<file path="src/rtl/stopwatch_lap_timer_if.sv">
// stopwatch_lap_timer_if: button, mode and preset inputs plus time, lap and status outputs of the stopwatch
interface stopwatch_lap_timer_if #(
  parameter int LAP_DEPTH = 4
);
  localparam int LW = $clog2(LAP_DEPTH);
  logic btn_run_stop;
  logic btn_clear;
  logic btn_lap;
  logic i_mode;
  logic [23:0] i_load_data;
  logic [LW-1:0] i_lap_sel;
  logic [23:0] o_time_data;
  logic [23:0] o_lap_data;
  logic [LW:0] o_lap_count;
  logic o_expired;
  logic [1:0] o_state;
  modport master (
    output btn_run_stop, btn_clear, btn_lap, i_mode, i_load_data, i_lap_sel,
    input o_time_data, o_lap_data, o_lap_count, o_expired, o_state
  );
  modport slave (
    input btn_run_stop, btn_clear, btn_lap, i_mode, i_load_data, i_lap_sel,
    output o_time_data, o_lap_data, o_lap_count, o_expired, o_state
  );
endinterface

</file>
<file path="src/rtl/stopwatch_lap_timer.sv">
// stopwatch_lap_timer: up/down stopwatch with circular lap buffer and countdown expiry pulse
module stopwatch_lap_timer #(
  parameter int CLK_FREQ = 100_000_000,
  parameter int TICK_HZ = 100,
  parameter int LAP_DEPTH = 4,
  parameter int HOUR_MAX = 24
) (
  input logic clk,
  input logic rst,
  stopwatch_lap_timer_if.slave bus
);
  localparam int DIV = CLK_FREQ / TICK_HZ;
  localparam int PW = DIV > 1 ? $clog2(DIV) : 1;
  localparam int LW = $clog2(LAP_DEPTH);
  localparam logic [6:0] MS_MAX = 7'(TICK_HZ - 1);
  localparam logic [4:0] HR_MAX = 5'(HOUR_MAX - 1);
  localparam logic [PW-1:0] PS_MAX = PW'(DIV - 1);
  localparam logic [LW:0] LAP_FULL = (LW+1)'(LAP_DEPTH);
  typedef enum logic [1:0] {IDLE = 2'b00, RUN = 2'b01, STOP = 2'b10, DONE = 2'b11} state_t;
  state_t state;
  logic mode;
  logic expired;
  logic [PW-1:0] presc;
  logic [4:0] hr;
  logic [5:0] mn, sc;
  logic [6:0] ms;
  logic [23:0] cur, up, dn, ld, lap_q;
  logic [23:0] mem [LAP_DEPTH];
  logic [LW-1:0] wr_ptr, rd_idx;
  logic [LW:0] lap_cnt;
  logic c0, c1, c2, b0, b1, b2, tick, last, lap_we;
  always_comb begin
    cur = {hr, mn, sc, ms};
    c0 = ms == MS_MAX;
    c1 = c0 && sc == 6'd59;
    c2 = c1 && mn == 6'd59;
    b0 = ms == 7'd0;
    b1 = b0 && sc == 6'd0;
    b2 = b1 && mn == 6'd0;
    up = {c2 ? (hr == HR_MAX ? 5'd0 : hr + 5'd1) : hr,
          c1 ? (mn == 6'd59 ? 6'd0 : mn + 6'd1) : mn,
          c0 ? (sc == 6'd59 ? 6'd0 : sc + 6'd1) : sc,
          c0 ? 7'd0 : ms + 7'd1};
    dn = {b2 ? hr - 5'd1 : hr,
          b1 ? (b2 ? 6'd59 : mn - 6'd1) : mn,
          b0 ? (b1 ? 6'd59 : sc - 6'd1) : sc,
          b0 ? MS_MAX : ms - 7'd1};
    ld = {bus.i_load_data[23:19] > HR_MAX ? HR_MAX : bus.i_load_data[23:19],
          bus.i_load_data[18:13] > 6'd59 ? 6'd59 : bus.i_load_data[18:13],
          bus.i_load_data[12:7] > 6'd59 ? 6'd59 : bus.i_load_data[12:7],
          bus.i_load_data[6:0] > MS_MAX ? MS_MAX : bus.i_load_data[6:0]};
    tick = state == RUN && presc == PS_MAX;
    last = mode && cur == 24'd1;
    lap_we = bus.btn_lap && !bus.btn_clear && !bus.btn_run_stop && !mode && (state == RUN || state == STOP);
    rd_idx = wr_ptr - bus.i_lap_sel - LW'(1);
  end
  always_ff @(posedge clk) begin
    if (rst) begin
      state <= IDLE;
      mode <= 1'b0;
      expired <= 1'b0;
      presc <= '0;
      {hr, mn, sc, ms} <= '0;
      wr_ptr <= '0;
      lap_cnt <= '0;
      lap_q <= '0;
    end else begin
      expired <= 1'b0;
      lap_q <= {1'b0, bus.i_lap_sel} < lap_cnt ? mem[rd_idx] : '0;
      if (bus.btn_clear) begin
        state <= IDLE;
        mode <= bus.i_mode;
        presc <= '0;
        {hr, mn, sc, ms} <= bus.i_mode ? ld : '0;
        wr_ptr <= '0;
        lap_cnt <= '0;
      end else begin
        if (bus.btn_run_stop && state == IDLE && !(bus.i_mode && cur == '0)) begin
          state <= RUN;
          mode <= bus.i_mode;
        end else if (bus.btn_run_stop && state == RUN)
          state <= STOP;
        else if (bus.btn_run_stop && state == STOP)
          state <= RUN;
        presc <= state == RUN ? (tick ? '0 : presc + PW'(1)) : state == STOP ? presc : '0;
        // expiry overrides a stop requested on the same final tick
        if (tick) begin
          {hr, mn, sc, ms} <= mode ? dn : up;
          if (last) begin
            state <= DONE;
            expired <= 1'b1;
          end
        end
        if (lap_we) begin
          wr_ptr <= wr_ptr + LW'(1);
          lap_cnt <= lap_cnt == LAP_FULL ? lap_cnt : lap_cnt + (LW+1)'(1);
        end
      end
    end
  end
  always_ff @(posedge clk)
    if (!rst && lap_we) mem[wr_ptr] <= cur;
  assign bus.o_time_data = cur;
  assign bus.o_lap_data = lap_q;
  assign bus.o_lap_count = lap_cnt;
  assign bus.o_expired = expired;
  assign bus.o_state = state;
endmodule
</file>
<file path="src/flat_wrapper.sv">
// flat-port wrapper written by rule: the top's interface ports become plain ports
module stopwatch_lap_timer_flat 
#(
  parameter int CLK_FREQ = 100_000_000,
  parameter int TICK_HZ = 100,
  parameter int LAP_DEPTH = 4,
  parameter int HOUR_MAX = 24
)
  (clk, rst, bus_btn_run_stop, bus_btn_clear, bus_btn_lap, bus_i_mode, bus_i_load_data, bus_i_lap_sel, bus_o_time_data, bus_o_lap_data, bus_o_lap_count, bus_o_expired, bus_o_state);
  stopwatch_lap_timer_if #(.LAP_DEPTH(LAP_DEPTH)) bus_i ();
  input logic clk;
  input logic rst;
  input wire logic [$bits(bus_i.btn_run_stop)-1:0] bus_btn_run_stop;
  input wire logic [$bits(bus_i.btn_clear)-1:0] bus_btn_clear;
  input wire logic [$bits(bus_i.btn_lap)-1:0] bus_btn_lap;
  input wire logic [$bits(bus_i.i_mode)-1:0] bus_i_mode;
  input wire logic [$bits(bus_i.i_load_data)-1:0] bus_i_load_data;
  input wire logic [$bits(bus_i.i_lap_sel)-1:0] bus_i_lap_sel;
  output wire logic [$bits(bus_i.o_time_data)-1:0] bus_o_time_data;
  output wire logic [$bits(bus_i.o_lap_data)-1:0] bus_o_lap_data;
  output wire logic [$bits(bus_i.o_lap_count)-1:0] bus_o_lap_count;
  output wire logic [$bits(bus_i.o_expired)-1:0] bus_o_expired;
  output wire logic [$bits(bus_i.o_state)-1:0] bus_o_state;
  assign bus_i.btn_run_stop = bus_btn_run_stop;
  assign bus_i.btn_clear = bus_btn_clear;
  assign bus_i.btn_lap = bus_btn_lap;
  assign bus_i.i_mode = bus_i_mode;
  assign bus_i.i_load_data = bus_i_load_data;
  assign bus_i.i_lap_sel = bus_i_lap_sel;
  assign bus_o_time_data = bus_i.o_time_data;
  assign bus_o_lap_data = bus_i.o_lap_data;
  assign bus_o_lap_count = bus_i.o_lap_count;
  assign bus_o_expired = bus_i.o_expired;
  assign bus_o_state = bus_i.o_state;
  stopwatch_lap_timer #(.CLK_FREQ(CLK_FREQ), .TICK_HZ(TICK_HZ), .LAP_DEPTH(LAP_DEPTH), .HOUR_MAX(HOUR_MAX)) u_core (.clk(clk), .rst(rst), .bus(bus_i));
endmodule
</file>
<file path="config.mk">
export PLATFORM = sky130hd
export DESIGN_NAME = stopwatch_lap_timer_flat
export DESIGN_NICKNAME = d
export VERILOG_FILES = /design/src/rtl/stopwatch_lap_timer_if.sv /design/src/rtl/stopwatch_lap_timer.sv /design/src/flat_wrapper.sv
export SDC_FILE = /design/constraint.sdc
export NUM_CORES = 1
export LEC_CHECK = 0
export CORE_ASPECT_RATIO = 0.5
export CORE_UTILIZATION = 57
export DETAILED_ROUTE_END_ITERATION = 10
export PLACE_DENSITY_LB_ADDON = 0.08
export SETUP_SLACK_MARGIN = 0.5
export SLEW_MARGIN = 5
export SYNTH_ARGS = -nofsm -noshare
export SYNTH_HDL_FRONTEND = slang
export SYNTH_SLANG_ARGS = --single-unit
</file>
<file path="constraint.sdc">
create_clock -name clk -period 3.4 [get_ports clk]
set_input_delay 0.85 -clock clk [delete_from_list [all_inputs] [get_ports clk]]
set_output_delay 0.85 -clock clk [all_outputs]
set_load 0.05 [all_outputs]
</file>
==> results of run 1 <==
## Yosys cell counts, drive strengths merged (5+ instances only)
cell | count | area [um2]
and2 | 7 | 46.29
xor2 | 12 | 105.1
o21ai | 24 | 120.1
nor3 | 16 | 91.34
buf | 17 | 88.83
clkbuf | 22 | 82.58
nand4 | 8 | 50.05
dfxtp | 77 | 1541
and3 | 13 | 83.83
a31oi | 10 | 62.56
nor4 | 6 | 58.80
a21o | 8 | 61.31
mux2i | 6 | 60.06
a21oi | 35 | 178.9
o211ai | 5 | 37.54
mux4 | 24 | 540.5
and4 | 5 | 48.80
a211oi | 10 | 75.07
xnor2 | 17 | 148.9
nor2 | 43 | 161.4
nor2b | 28 | 175.2
inv | 21 | 78.83
nand2 | 43 | 161.4
nand3 | 25 | 125.1
edfxtp | 96 | 2883
ha | 22 | 275.3
## state kept, by name, summed over array words and instances, names as in the netlist
signal / flops
u_core.bus.o_lap_count: 3
u_core.bus.o_lap_data: 24
u_core.sc: 6
u_core.mode: 1
u_core.hr: 5
u_core.mn: 6
u_core.bus.o_state: 2
u_core.wr_ptr: 2
u_core.presc: 20
u_core.ms: 7
u_core.bus.o_expired: 1
u_core.mem: 96
## final timing paths
path | from | endpoint | slack [ns] | cells after the start
max | u_core.ms[5] | bus_o_time_data[5] | 0.58 | 1
min | u_core.presc[1] | u_core.presc[1] | 0.50 | 2
max reg2reg | u_core.sc[1] | u_core.hr[2] | 0.84 | 7
min reg2reg | u_core.presc[1] | u_core.presc[1] | 0.50 | 2
## routing by layer
metal | vias up | track usage | wire length (um)
met5 | - | 0 | 0
met4 | 0 | 0.1163 | 308
met3 | 37 | 0.06599 | 1456
met2 | 245 | 0.4326 | 8593
met1 | 2910 | 0.3795 | 8577
li1 | 2728 | - | -
## kinds of logic (layout without fill, tap and decap cells)
kind of cell | count (synthesis) | after routing | share of synthesized area
compound gates | 138 | 138 | 0.1191
xor+xnor | 29 | 29 | 0.03169
fa+ha+maj | 22 | 22 | 0.03435
buf+inv | 60 | 158 | 0.03123
flops | 173 | 173 | 0.5521
mux | 31 | 31 | 0.07635
simple gates | 221 | 221 | 0.1552
## per-stage QoR
step	setup WS (ns)	hold WS, ns
after global placement	0.6376	0.4822
final	0.5813	0.4965
after global routing	0.5146	0.5180
after floorplan	0.6038	0.4622
after detailed placement	0.5945	0.4863
after CTS	0.5253	0.4951
## report_power, final
group | switching, mW | total, mW | internal [mW]
combinational | 0.295 | 0.505 | 0.210
sequential | 0.0652 | 2.30 | 2.23
clock | 0.935 | 2.00 | 1.06
## cell type report
cell class                      instances  area [um2]  area share
Clock buffer                           17       425.4     0.04348
Sequential cell                       173        4424      0.4522
Tap cell                              192       240.2     0.02455
Multi-Input combinational cell        441        3351      0.3425
Inverter                               21       78.83    0.008056
Clock inverter                         15       190.2     0.01944
Timing Repair Buffer                  105        1075      0.1098
## worst min-delay path: cells and delay by family, from the launching register on
family	cells	cell delay, ns
compound gates	1	0.05
flops	1	0.33
simple gates	1	0.07
## repair_timing
item	in CTS	in global routing
setup endpoints to repair	3	6
gates cloned	0	0
resized for setup	3	6
==> key figures, run 1 <==
Outcome
  – Status: complete, no violations

Route
  – Initial DRC count: 476
  – Via/cell ratio: 6.141
  – First-pass DRT Iterations: 5
  – Routed wire length per instance: 19.64 um
  – Post-Route WL: 18.94 mm
  – Routed vias: 5,920
  – ANT nets after route: 0
  – Remaining DRCs: 0

Clock network
  – TritonCTS Sinks: 173
  – Hold_buf cts: 0
  – Total CTS buffers: 17
  – Max clock buf depth: 2
  – CTS tree: yes
  – CTS H-Tree Depth: 4
  – Worst-path clk slew: 0.07 ns
  – Skew-Pair Late Insertion Delay: 0.44 ns
  – Post-CTS setup buffer count: 0
  – Clock root buffer: clkbuf_16

Floorplan
  – Area of the core: 13,630 um2
  – Initial Utilization: 0.5882
  – Die H: 85.85 um
  – Die X: 169.7 um
  – I/O Pins: 86
  – Die Footprint: 14,570 um2
  – Site Rows: 30

Synth
  – Yosys Warn Count: 0
  – Seq/Total Area, Yosys: 0.5521
  – Number of synthesized flops with an enable pin: 96
  – Mapped Cells: 674
  – Syn Area/Cell: 11.89 um2
  – Synth Flop Type: edfxtp_1
  – Number of synthesized register bits: 173
  – Post-synth ARST share: 0
  – Post-synthesis net count: 728
  – Synth unique cells: 80
  – Syn Std Cell Area: 8014 um2

Finish
  – Share of layout cells above drive strength 1: 0.1321
  – Antenna Diode Count: 0
  – Commonest non-fill, non-tap cell in the layout: edfxtp_1
  – Fill count: 974
  – Fin area: 9784 um2
  – Non-Filler Instances: 964
  – Synth-to-Final Area Change: 22.09%
  – Most frequent cells in the layout: edfxtp_1, dfxtp_1, clkdlybuf4s50_1
  – # nets final: 813
  – Fin util: 0.7181

Timing
  – Final Skew: 0.01312 ns
  – Relative slew margins: 0.5368
  – Setup TNS: 0 ns
  – RSZ-0062 raised after global routing: false
  – Final Max Tran Viols: 0
  – Final hold vios: 0
  – Final period util: 0.8290
  – Fmax: 354.8 MHz
  – Endpoints failing setup: 0
  – Worst-Margin Slew: 0.6938 ns
  – Min cycle time layout: 2.819 ns

Placed design
  – HPWL after DPL: 12.21 mm
  – Global placement routability congestion: 0.8731
  – Port bufs: 85
  – Cells after DPL: 932
  – Placed instance area: 9158 um2

Global route
  – Total Routing Usage GR: 0.2785
  – Vias in the first global route: 5,624
  – Largest net degree at the start of global routing: 27
  – Global route overflow: 0
  – Initial antenna violation count: 0
  – First-pass GRT wire length: 30.12 mm

Critical path
  – Critical Path RT: 2.55 ns
  – CP max-delay cell: clkdlybuf4s50_1
  – Cell family with most CP delay: buffers and inverters
  – CP cell instances: clkdlybuf4s50_1
  – Worst path bufs/invs: 1
  – Crit Path Class: reg -> out
  – Setup crit end kind: output port
  – Critical path arrival: 1.97 ns
  – Max incr delay on CP: 0.90 ns
  – CP Max Fanout: 12
  – Type of origin of the critical path: register

Power and ir drop
  – VDD IR max: 354.3 uV
  – Pwr Total: 4.803 mW
  – Lkg Pwr: 3.496 nW
  – Power Density: 490.9 nW/um2

Worst hold path
  – Hold Path Class: reg -> reg

Flow run
  – Max cap viols: 0
Note: power is estimated with default switching activity, not from simulation.
==> run 2, diff against run 1 <==
==> constraint.sdc (replaced) <==
create_clock -name clk -period 3 [get_ports clk]
set_input_delay 0.75 -clock clk [delete_from_list [all_inputs] [get_ports clk]]
set_output_delay 0.75 -clock clk [all_outputs]
set_load 0.05 [all_outputs]
==> run 2 against run 1 <==
Sequential share of layout area fell by 0.20 points. Hold slack better by 0.0038 ns. Final area increased by 0.69%. Die area unchanged. Global-route usage is 1.3 points lower. Critical path depth did not move. Combinational power increased by 13%. Cell count up 0.83%. Utilization rose by 0.50 points. Flip-flop and latch count did not move. Power rose by 13%.
==> key figures, run 2 (synthesis results as in run 1) <==
Global route
  – Largest net degree at the start of global routing: 25 (was 27)
  – Vias in the first global route: 5,559 (was 5,624)
  – Total Routing Usage GR: 0.2651 (was 0.2785)
  – Initial antenna violation count: 0 (unchanged)
  – Global route overflow: 0 (unchanged)
  – First-pass GRT wire length: 29.32 mm (was 30.12 mm)

Finish
  – # nets final: 821 (was 813)
  – Synth-to-Final Area Change: 22.94% (was 22.09%)
  – Most frequent cells in the layout: edfxtp_1, dfxtp_1, clkdlybuf4s50_1 (unchanged)
  – Non-Filler Instances: 972 (was 964)
  – Largest Register: u_core.mem (unchanged)
  – Antenna Diode Count: 0 (unchanged)
  – Commonest non-fill, non-tap cell in the layout: edfxtp_1 (unchanged)
  – Share of layout cells above drive strength 1: 0.1590 (was 0.1321)
  – Max FFs per register: 96 (unchanged)
  – Fin util: 0.7230 (was 0.7181)

Clock network
  – Total CTS buffers: 17 (unchanged)
  – CTS tree: yes (unchanged)
  – Worst-path clk slew: 0.07 ns (about the same)
  – CTS H-Tree Depth: 4 (unchanged)
  – Clock root buffer: clkbuf_16 (unchanged)
  – TritonCTS Sinks: 173 (unchanged)
  – Max clock buf depth: 2 (unchanged)
  – Skew-Pair Late Insertion Delay: 0.43 ns (was 0.44 ns)

Critical path
  – CP Max Fanout: 5 (was 12)
  – Type of origin of the critical path: register (unchanged)
  – Cell family with most CP delay: buffers and inverters (unchanged)
  – Max incr delay on CP: 0.84 ns (was 0.90 ns)
  – Setup slack, reg-to-reg: 0.70 ns (was 0.84 ns)
  – Critical Path RT: 2.25 ns (was 2.55 ns)
  – Worst path bufs/invs: 1 (unchanged)
  – CP max-delay cell: clkdlybuf4s50_1 (unchanged)
  – Crit Path Class: reg -> out (unchanged)
  – CP cell instances: clkdlybuf4s50_1 (unchanged)
  – Setup crit end kind: output port (unchanged)
  – Critical path arrival: 1.69 ns (was 1.97 ns)

Power and ir drop
  – Power Density: 549.9 nW/um2 (was 490.9 nW/um2)
  – Pwr Total: 5.417 mW (was 4.803 mW)
  – Lkg Pwr: 3.530 nW (was 3.496 nW)
  – VDD IR max: 285.2 uV (was 354.3 uV)

Placed design
  – HPWL after DPL: 12.33 mm (was 12.21 mm)
  – Global placement routability congestion: 0.8463 (was 0.8731)
  – Port bufs: 85 (unchanged)
  – Cells after DPL: 938 (was 932)

Route
  – First-pass DRT Iterations: 4 (was 5)
  – ANT nets after route: 0 (unchanged)
  – Routed wire length per instance: 18.94 um (was 19.64 um)
  – Post-Route WL: 18.41 mm (was 18.94 mm)
  – Remaining DRCs: 0 (unchanged)
  – Routed vias: 5,910 (was 5,920)
  – Via/cell ratio: 6.080 (was 6.141)
  – Initial DRC count: 472 (was 476)

Floorplan
  – Area of the core: 13,630 um2 (unchanged)
  – Initial Utilization: 0.5882 (unchanged)
  – Die X: 169.7 um (unchanged)
  – Die Footprint: 14,570 um2 (unchanged)
  – I/O Pins: 86 (unchanged)
  – Site Rows: 30 (unchanged)
  – Die H: 85.85 um (unchanged)

Flow run
  – Max cap viols: 0 (unchanged)

Timing
  – Min cycle time layout: 2.445 ns
  – Final period util: 0.8149
  – Relative slew margins: 0.6306 (was 0.5368)
  – Final hold vios: 0 (unchanged)
  – Fmax: 409.1 MHz
  – Setup TNS: 0 ns (unchanged)
  – Worst-Margin Slew: 0.5535 ns (was 0.6938 ns)
  – Final Skew: 0.01172 ns (was 0.01312 ns)
  – Final Max Tran Viols: 0 (unchanged)
  – RSZ-0062 raised after global routing: true (was false)
  – Endpoints failing setup: 0 (unchanged)

Outcome
  – Status: complete, no violations (unchanged)

Worst hold path
  – Hold Path Class: reg -> reg (unchanged)
-- run 2: changes by cell type in the layout (fill, tap and decap cells not counted), moves of 2 or more --
cell             before  now
dfxtp_1              77   68
dlymetal6s2s_1        6    2
buf_4                15   21
dlygate4sd2_1         3   19
clkdlybuf4s50_1      76   64
dfxtp_2               0    9
and3_2                2    6
clkinvlp_4            0    2
and3_1               11    7
buf_12                5    7
-- run 2: path summary, 6_finish.rpt --
path	start	cells past startpoint	to
hold reg to reg	u_core.bus.o_lap_count[1]	2	u_core.bus.o_lap_count[1]
setup reg to reg	u_core.ms[1]	8	u_core.mn[0]
hold / removal	u_core.bus.o_lap_count[1]	2	u_core.bus.o_lap_count[1]
setup / recovery	u_core.bus.o_state[1]	1	bus_o_state[1]
-- run 2: area by class of cell --
class	count	area (um2)
clock buffer	18	429.2
clock inverter	14	176.4
fill	957	3774
inverter	21	78.83
multi-input combinational	441	3362
sequential	173	4436
tap	192	240.2
timing repair buffer	113	1130
-- run 2: layer usage --
| layer | global-route usage | up-vias | part of all wire |
|---|---|---|---|
| met1 | 0.3836 | 2898 | 0.46 |
| met4 | 0.08354 | 0 | 0.015 |
| met5 | 0 | - | 0 |
| li1 | - | 2737 | - |
| met3 | 0.04707 | 30 | 0.073 |
| met2 | 0.4098 | 245 | 0.45 |
-- run 2: what timing repair did --
action | CTS | global route
pin swaps | 0 | 1
hold buffers | 0 | 0
buffers inserted | 0 | 2
resized for setup | 19 | 13
setup endpoints to repair | 19 | 37
-- run 2: where the power goes --
group / switching, mW / internal, mW
clock network: 1.04 / 1.20
logic: 0.333 / 0.236
registers: 0.0741 / 2.53
-- run 2: per-stage QoR --
step	area, um2	hold WS [ns]	setup WS (ns)
detailed placement	9220	0.4875	0.2708
global route	9852	0.5177	0.4464
global placement	9220	0.4823	0.3651
CTS	9802	0.4998	0.4254
finish	9852	0.5003	0.5554
floorplan	8019	0.4622	0.5487
==> run 3, diff against run 2 <==
--- a/config.mk
+++ b/config.mk
@@ -6,7 +6,7 @@
 export NUM_CORES = 1
 export LEC_CHECK = 0
 export CORE_ASPECT_RATIO = 0.5
-export CORE_UTILIZATION = 57
+export CORE_UTILIZATION = 51
 export DETAILED_ROUTE_END_ITERATION = 10
 export PLACE_DENSITY_LB_ADDON = 0.08
 export SETUP_SLACK_MARGIN = 0.5
==> constraint.sdc (replaced) <==
create_clock -name clk -period 2.2 [get_ports clk]
set_input_delay 0.55 -clock clk [delete_from_list [all_inputs] [get_ports clk]]
set_output_delay 0.55 -clock clk [all_outputs]
set_load 0.05 [all_outputs]
==> run 3 against run 2 <==
The flow now finishes with violations (design-rule violations). Clock skew is 0.0023 ns lower. Worst setup slack lost 0.32 ns. Combinational power is 100% higher. Wire length grew 32%. Utilization increased by 6.3 points. Sequential power rose by 34%. First-iteration DRC count up 15%. Critical path type is now reg -> reg. Critical path depth increased by 5. Critical endpoint is now u_core.hr[2]. Largest cell class unchanged. Via count increased by 13%. Die area grew 12%.
==> key figures, run 3 (synthesis results as in run 1) <==
Finish
  – # nets final: 929 (was 821)
  – Fill count: 869 (was 957)
  – Share of layout cells above drive strength 1: 0.4426 (was 0.1590)
  – Max FFs per register: 96 (unchanged)
  – Largest Register: u_core.mem (unchanged)
  – Most frequent cells in the layout: edfxtp_1, buf_4, dfxtp_1 (was edfxtp_1, dfxtp_1, clkdlybuf4s50_1)
  – Commonest non-fill, non-tap cell in the layout: edfxtp_1 (unchanged)
  – Antenna Diode Count: 0 (unchanged)
  – Fin util: 0.7865 (was 0.7230)
  – Synth-to-Final Area Change: 46.18% (was 22.94%)
  – Non-Filler Instances: 1,086 (was 972)

Placed design
  – Pre-CTS setup slack: -0.3296 ns (was 0.2708 ns)
  – Port bufs: 85 (unchanged)
  – HPWL after DPL: 13.94 mm (was 12.33 mm)
  – Global placement routability congestion: 0.8352 (was 0.8463)
  – Cells after DPL: 968 (was 938)

Timing
  – Final Max Tran Viols: 0 (unchanged)
  – Worst-Margin Slew: 0.4886 ns (was 0.5535 ns)
  – Final Skew: 0.009441 ns (was 0.01172 ns)
  – Endpoints failing setup: 0 (unchanged)
  – Min cycle time layout: 1.969 ns
  – Final period util: 0.8951
  – Final worst-path setup slack: 0.2307 ns (was 0.5554 ns)
  – Fmax: 507.8 MHz
  – RSZ-0062 raised after global routing: true (unchanged)
  – Relative slew margins: 0.6716 (was 0.6306)
  – Final hold vios: 0 (unchanged)

Floorplan
  – Initial Utilization: 0.5381 (was 0.5882)
  – Die X: 179.3 um (was 169.7 um)
  – I/O Pins: 86 (unchanged)
  – Site Rows: 31 (was 30)
  – Die H: 90.64 um (was 85.85 um)
  – Die Footprint: 16,250 um2 (was 14,570 um2)
  – Area of the core: 14,890 um2 (was 13,630 um2)

Power and ir drop
  – Power Density: 661.5 nW/um2 (was 549.9 nW/um2)
  – Pwr Total: 7.750 mW (was 5.417 mW)
  – Lkg Pwr: 4.320 nW (was 3.530 nW)
  – VDD IR max: 626.8 uV (was 285.2 uV)

Route
  – Routed wire length per instance: 22.35 um (was 18.94 um)
  – Initial DRC count: 544 (was 472)
  – Via/cell ratio: 6.161 (was 6.080)
  – ANT nets after route: 0 (unchanged)
  – First-pass DRT Iterations: 8 (was 4)
  – Remaining DRCs: 13 (was 0)
  – Post-Route WL: 24.28 mm (was 18.41 mm)
  – Routed vias: 6,691 (was 5,910)

Clock network
  – Max clock buf depth: 2 (unchanged)
  – TritonCTS Sinks: 173 (unchanged)
  – Total CTS buffers: 17 (unchanged)
  – CTS H-Tree Depth: 4 (unchanged)
  – Clock root buffer: clkbuf_16 (unchanged)
  – Skew-Pair Late Insertion Delay: 0.44 ns (was 0.43 ns)
  – CTS tree: yes (unchanged)
  – Worst-path clk slew: 0.07 ns (about the same)

Critical path
  – Critical Path RT: 2.51 ns (was 2.25 ns)
  – Type of origin of the critical path: register (unchanged)
  – Critical path arrival: 2.28 ns (was 1.69 ns)
  – Setup crit end kind: register (was output port)
  – Crit Path Class: reg -> reg (was reg -> out)
  – CP max-delay cell: nor4_2 (was clkdlybuf4s50_1)
  – Max incr delay on CP: 0.49 ns (was 0.84 ns)
  – CP cell instances: nor4_2 > nand3_1 > o32ai_4 > nand2_2 > o21ai_0 > a211oi_2 (was clkdlybuf4s50_1)
  – CP Max Fanout: 12 (was 5)

Outcome
  – Status: finished with violations (was complete, no violations)
  – Failing checks: design-rule violations

Global route
  – Initial antenna violation count: 0 (unchanged)
  – Largest net degree at the start of global routing: 28 (was 25)
  – First-pass GRT wire length: 35.54 mm (was 29.32 mm)
  – Global route overflow: 0 (unchanged)
  – Vias in the first global route: 6,447 (was 5,559)
  – Total Routing Usage GR: 0.2951 (was 0.2651)

Flow run
  – Max cap viols: 0 (unchanged)

Worst hold path
  – Hold Path Class: reg -> reg (unchanged)
## run 3: layout make-up
class	instances	area [um2]	area share
well taps	198	247.7	0.02115
clock inverters	13	153.9	0.01314
repair buffers	220	2350	0.2006
inverters	21	98.84	0.008437
flip-flops and latches	173	4536	0.3872
multi-input cells	442	3896	0.3326
clock buffers	19	432.9	0.03695
## run 3: worst max-delay path: cells and delay by family, from the launching register on
kind | cells | cell delay (ns)
and+or+nand+nor | 3 | 0.84
AOI/OAI and AO/OA | 3 | 0.60
DFF | 1 | 0.41
## run 3: stage by stage
step           area, um2  setup TNS, ns  hold slack (ns)
2_1_floorplan       8383              0           0.4622
3_3_place_gp        9734         -22.07           0.4761
3_5_place_dp        9734         -26.53           0.4855
4_1_cts            11090              0           0.4976
5_1_grt            11720              0           0.5331
6_report           11720              0           0.4970
## run 3: routing by layer
layer  part of all wire  GRT usage
met1               0.41     0.3932
met2               0.49     0.4798
met3              0.072    0.05766
met4              0.027     0.1036
met5                  0          0
## run 3: what timing repair did
action,in CTS,in global routing
buffers inserted,53,22
pin swaps,22,24
endpoints found under the setup margin,224,189
hold buffers,0,0
gates resized for setup,223,146
cloned,9,2
## run 3: final timing paths
| path | from | end | slack [ns] | cells past startpoint |
|---|---|---|---|---|
| worst min-delay path | u_core.bus.o_lap_count[1] | u_core.bus.o_lap_count[1] | 0.50 | 2 |
| worst max-delay path | u_core.mn[3] | u_core.hr[2] | 0.23 | 6 |
| worst max register to register | u_core.mn[3] | u_core.hr[2] | 0.23 | 6 |
| worst min register to register | u_core.bus.o_lap_count[1] | u_core.bus.o_lap_count[1] | 0.50 | 2 |
## run 3: where the power goes
group	switching, mW	internal, mW	total [mW]
sequential	0.0745	3.44	3.51
combinational	0.618	0.523	1.14
clock	1.39	1.71	3.09
